<file path="config.mk">
export PLATFORM = sky130hd
export DESIGN_NAME = fir_ctrl
export DESIGN_NICKNAME = d
export VERILOG_FILES = /design/src/rtl/fir_ctrl.sv
export SDC_FILE = /design/constraint.sdc
export NUM_CORES = 1
export LEC_CHECK = 0
export BUFFER_PORTS_ARGS = -buffer_cell sky130_fd_sc_hd__buf_2
export CAP_MARGIN = 20
export CORE_MARGIN = 5
export CORE_UTILIZATION = 40
export CTS_CLUSTER_SIZE = 28
export DETAILED_ROUTE_END_ITERATION = 6
export PLACE_DENSITY = 0.75
export SLEW_MARGIN = 0
export SYNTH_ARGS = -nofsm -noshare
export SYNTH_HDL_FRONTEND = slang
export SYNTH_SLANG_ARGS = --single-unit
</file>
<file path="constraint.sdc">
create_clock -name clk -period 3.8 [get_ports clk]
set_input_delay 0 -clock clk [delete_from_list [all_inputs] [get_ports clk]]
set_output_delay 0 -clock clk [all_outputs]
set_load 0.02 [all_outputs]
</file>
<file path="src/rtl/fir_ctrl.sv">
// fir_ctrl: control FSM and one-entry output buffer for the serial FIR datapath DP.
// Optional watchdog on CALC length enabled by defining FIR_CTRL_WATCHDOG_EN.
module fir_ctrl #(
    parameter int WIDTH  = 8,
    parameter int LENGTH = 100
) (
    input  logic                        clk,
    input  logic                        rst_n,
    input  logic                        in_valid,
    input  logic signed [WIDTH-1:0]     in_data,
    output logic                        in_ready,
    output logic                        out_valid,
    output logic signed [2*WIDTH+5:0]   out_data,
    input  logic                        out_ready,
    output logic                        busy,
    output logic signed [WIDTH-1:0]     dp_in,
    output logic                        dp_rst,
    output logic                        dp_shift_enb,
    output logic                        dp_count_enb,
    output logic                        register_enb,
    output logic                        resetReg,
`ifdef FIR_CTRL_WATCHDOG_EN
    output logic                        err,
`endif
    input  logic                        dp_rollBack,
    input  logic signed [2*WIDTH+5:0]   dp_out
);

    typedef enum logic [1:0] {RST_HOLD, IDLE, CALC} state_t;

    state_t                     r_state;
    state_t                     w_next;
    logic                       r_out_valid;
    logic signed [2*WIDTH+5:0]  r_out_data;
    logic                       w_in_ready;
    logic                       w_accept;
    logic                       w_capture;
    logic                       w_busy;
    logic                       w_dp_rst;
    logic                       w_count_enb;
    logic                       w_register_enb;
`ifdef FIR_CTRL_WATCHDOG_EN
    localparam int CW = $clog2(LENGTH + 2);
    logic [CW-1:0]              r_cnt;
    logic                       r_err;
    logic                       w_timeout;
`endif

    assign dp_in        = in_data;
    assign in_ready     = w_in_ready;
    assign out_valid    = r_out_valid;
    assign out_data     = r_out_data;
    assign busy         = w_busy;
    assign dp_rst       = w_dp_rst;
    assign dp_shift_enb = w_accept;
    assign resetReg     = w_accept;
    assign dp_count_enb = w_count_enb;
    assign register_enb = w_register_enb;
`ifdef FIR_CTRL_WATCHDOG_EN
    assign err          = r_err;
`endif

    // Next-state and strobe decode from the registered state and the three handshake/status inputs.
    always_comb begin
        w_next         = r_state;
        w_in_ready     = 1'b0;
        w_accept       = 1'b0;
        w_capture      = 1'b0;
        w_busy         = 1'b0;
        w_dp_rst       = 1'b0;
        w_count_enb    = 1'b0;
        w_register_enb = 1'b0;
`ifdef FIR_CTRL_WATCHDOG_EN
        w_timeout      = 1'b0;
`endif
        case (r_state)
            RST_HOLD: begin
                w_dp_rst = 1'b1;
                w_next   = IDLE;
            end
            IDLE: begin
                w_in_ready = !r_out_valid || out_ready;
                w_accept   = in_valid && w_in_ready;
                w_next     = w_accept ? CALC : IDLE;
            end
            CALC: begin
                w_busy         = 1'b1;
                w_count_enb    = 1'b1;
                w_register_enb = !dp_rollBack;
                w_capture      = dp_rollBack;
`ifdef FIR_CTRL_WATCHDOG_EN
                w_timeout      = !dp_rollBack && (r_cnt == CW'(LENGTH + 1));
                w_next         = dp_rollBack ? IDLE : (w_timeout ? RST_HOLD : CALC);
`else
                w_next         = dp_rollBack ? IDLE : CALC;
`endif
            end
            default: w_next = RST_HOLD;
        endcase
    end

    // State register; reset parks in RST_HOLD so dp_rst covers reset plus one cycle.
    always_ff @(posedge clk or negedge rst_n) begin
        if (!rst_n)
            r_state <= RST_HOLD;
        else
            r_state <= w_next;
    end

    // One-entry output buffer: load on the rollBack cycle, empty on a downstream handshake.
    always_ff @(posedge clk or negedge rst_n) begin
        if (!rst_n) begin
            r_out_valid <= 1'b0;
            r_out_data  <= '0;
        end else if (w_capture) begin
            r_out_valid <= 1'b1;
            r_out_data  <= dp_out;
        end else if (r_out_valid && out_ready) begin
            r_out_valid <= 1'b0;
        end
    end

`ifdef FIR_CTRL_WATCHDOG_EN
    // Watchdog: r_cnt holds the 1-based index of the current CALC cycle; err is sticky until reset.
    always_ff @(posedge clk or negedge rst_n) begin
        if (!rst_n) begin
            r_cnt <= '0;
            r_err <= 1'b0;
        end else begin
            if (w_accept)
                r_cnt <= CW'(1);
            else if (r_state == CALC)
                r_cnt <= r_cnt + 1'b1;
            if (w_timeout)
                r_err <= 1'b1;
        end
    end
`endif

endmodule

</file>
==> flow_metrics.tcl <==
set metrics [dict create \
    ant_nets 0 \
    initial_core_util_pct 41.5 \
    period_needed_ps 1420 \
    dieArea_mm2 0.00400 \
    critPathCaptureType "flip-flop" \
    syn_area_per_cell_um2 15.7 \
    fp.dieH_um 63.2 \
    clk_path_buf_depth 2 \
    p_leak_nw 0.903 \
    post_dp_cell_area_mm2 0.00136 \
    cts_num_sinks 25 \
    drt-initial-drc-count 14 \
    drive_gt1_share_pct 58.6 \
    synth_top_area_share_pct 55.2 \
    power_density_mw_per_mm2 770 \
    row_count 19 \
    fmax_mhz 706 \
    utilization_pct 59.7 \
    setup_violations 0 \
    vias 807 \
    vias_per_cell 4.59 \
    synth_seq_cells 25 \
    grt_pass1_wl_um 4350 \
    synth_warnings 0 \
    grt_pass1_vias 933 \
    clkLatencyLatePin_ps 310 \
    htree_levels 1 \
    drt-total-wl_um 2720 \
    path_clk_slew_ps 130 \
    layout_setup_ws_ps 2380 \
    path_class "flip-flop to flip-flop" \
    ir_worst_vdd_uv 592 \
    dp_slack_ps 2370 \
    hold_start "in_data[4]" \
    switching_share_pct 39.6 \
    synth.distinct_cells 18 \
    maxCapViolCount 0 \
    p_sw_mw 0.498 \
    register_area_um2 626 \
    slew-limit-headroom_pct 62.4 \
    crit_path_top_delay_cell "dfrtp_1" \
    num-fill-cells 223 \
    die_w_um 63.2 \
    cts_made_buffers 3 \
    wire_per_inst_um 15.5 \
    timing.rr.end "out_data[20]" \
    syn_to_final_growth_pct 44.0 \
    p_comb_share_pct 53.0 \
    gp_congestion 0.716 \
    coreArea_mm2 0.00273 \
    synth_nets 107 \
    min_path_cells 0 \
    r2r_start "r_state[0]" \
    rr_worst_depth 3 \
    hpwl_um 1810 \
    worstHoldEndpoint "dp_in[4]" \
    antenna_found_initial 0 \
    synthesis.area_mm2 0.00113 \
    grt_max_degree 26 \
    reg2reg_slack_ps 2380 \
    clock-skew-final_ps 4.63 \
    cp_data_arrival_time_ps 1620 \
    io_pins 73 \
    port_buffers 56 \
    nNetsFinal 181 \
    cp.required_ps 4000 \
    cts_tree "built" \
    route.detailed.drc 0 \
    fin_crit_sh_pct 37.3 \
    root_buffer "clkbuf_4" \
    drt_pre_antenna_iters 3 \
    status "complete, no violations" \
    synth_top_cell_by_area "dfrtp_1" \
    multi_input_area_um2 407 \
    startpoint_type "flip-flop" \
    rsz0062_at_grt "no" \
    maxSlewViolCount 0 \
    syn_inst 72 \
    tns_ps 0 \
    seqPwrFrac_pct 37.9 \
    power.internal_mw 0.759 \
    grtUsageTotal_pct 13.6 \
    worst-path-max-fanout 23 \
    path_cells "nor2b_4 > nand2_4 > mux2_4" \
    antenna_cells 0 \
    post-cts-setup-buffers 0 \
    tightest_slew_ps 564 \
    hold_viol 0 \
    ys_top_cells_by_area "dfrtp_1 (55%), mux2_4 (25%), buf_4 (6.6%)" \
    ys_seq_area_share_pct 55.2 \
    final_area_mm2 0.00163 \
    worst_path_largest_cell_delay_ps 480 \
    overflow 0 \
    p_clk_share_pct 9.1 \
    hold_path_class "primary input to output port" \
]
power by group through the flow:
| stage | registers (mW) | logic, mW | clock network [mW] |
|---|---|---|---|
| 5_1_grt | 0.492 | 0.708 | 0.131 |
| 2_1_floorplan | 0.626 | 0.319 | 0 |
| 6_report | 0.476 | 0.666 | 0.114 |
| 3_5_place_dp | 0.480 | 0.654 | 0 |
| 4_1_cts | 0.477 | 0.675 | 0.120 |
| 3_3_place_gp | 0.475 | 0.633 | 0 |
how the worst max path moves through the flow:
stage / start / end / slack, ps / cells after the start
2_1_floorplan: r_state[0] / out_data[10] / 2460 / 4
3_3_place_gp: r_state[0] / out_data[2] / 2460 / 3
3_5_place_dp: r_state[0] / out_data[14] / 2370 / 3
4_1_cts: r_state[0] / out_data[14] / 2360 / 3
5_1_grt: r_state[0] / out_data[20] / 2310 / 3
6_report: r_state[0] / out_data[20] / 2380 / 3
critical path: cells and delay by family (launching register included):
family / cells / cell delay, ps
flip-flops: 1 / 480
AND/OR/NAND/NOR: 2 / 440
multiplexers: 1 / 380
area by class of cell:
class | count | share of cell area, %
Timing Repair Buffer | 81 | 32.5
Clock buffer | 3 | 1.38
Inverter | 1 | 0.230
Tap cell | 31 | 2.38
Multi-Input combinational cell | 34 | 24.9
Sequential cell | 25 | 38.3
Clock inverter | 1 | 0.307
metal layers:
layer,wire [um],global-route usage [%],vias to the layer above
li1,-,-,380
met5,0,0,-
met4,47,5.97,0
met3,178,2.31,6
met1,1010,14.2,385
met2,1490,26.2,36
layout by cell type, fill, tap and decap left out, types with 3 or more instances in the layout:
master          n
mux2_2          3
dfrtp_1        25
buf_2          56
mux2_4         19
clkbuf_4        3
dlygate4sd3_1  25
cell families (layout without fill, tap and decap cells):
group	Yosys count	after routing	synth area share (%)
mux	22	22	28.1
compound gates	3	3	1.99
flops	25	25	55.2
simple gates	9	9	5.74
buf+inv	13	86	8.94
per-stage QoR:
step                      cells  power, mW  hold slack [ps]
after floorplan              72      0.945             -296
after global placement      147       1.11            0.236
after detailed placement    147       1.13            0.236
after CTS                   176       1.27            0.236
after global routing        176       1.33           0.0292
final                       176       1.26          0.00774
sequential cells by signal, summed over array words and instances (netlist names):
name,cells
out_data,22
r_state,2
out_valid,1
cell usage after synthesis:
cell type  number
dfrtp_1        25
mux2_4         19
buf_4          10
mux2_2          3
buf_6           2
a21boi_0        1
a31o_2          1
a31oi_1         1
and2_1          1
and2b_1         1
and3_1          1
inv_1           1
nand2_1         1
nand2_4         1
nand2b_1        1
nor2_1          1
nor2b_1         1
nor2b_4         1
repair_timing:
action / in CTS / in global routing
hold buffers: 25 / 0
hold endpoints to repair: 50 / 0
resized for setup: 0 / 0
setup endpoints to repair: 0 / 0
No activity file was read; power rests on OpenSTA's default activity.
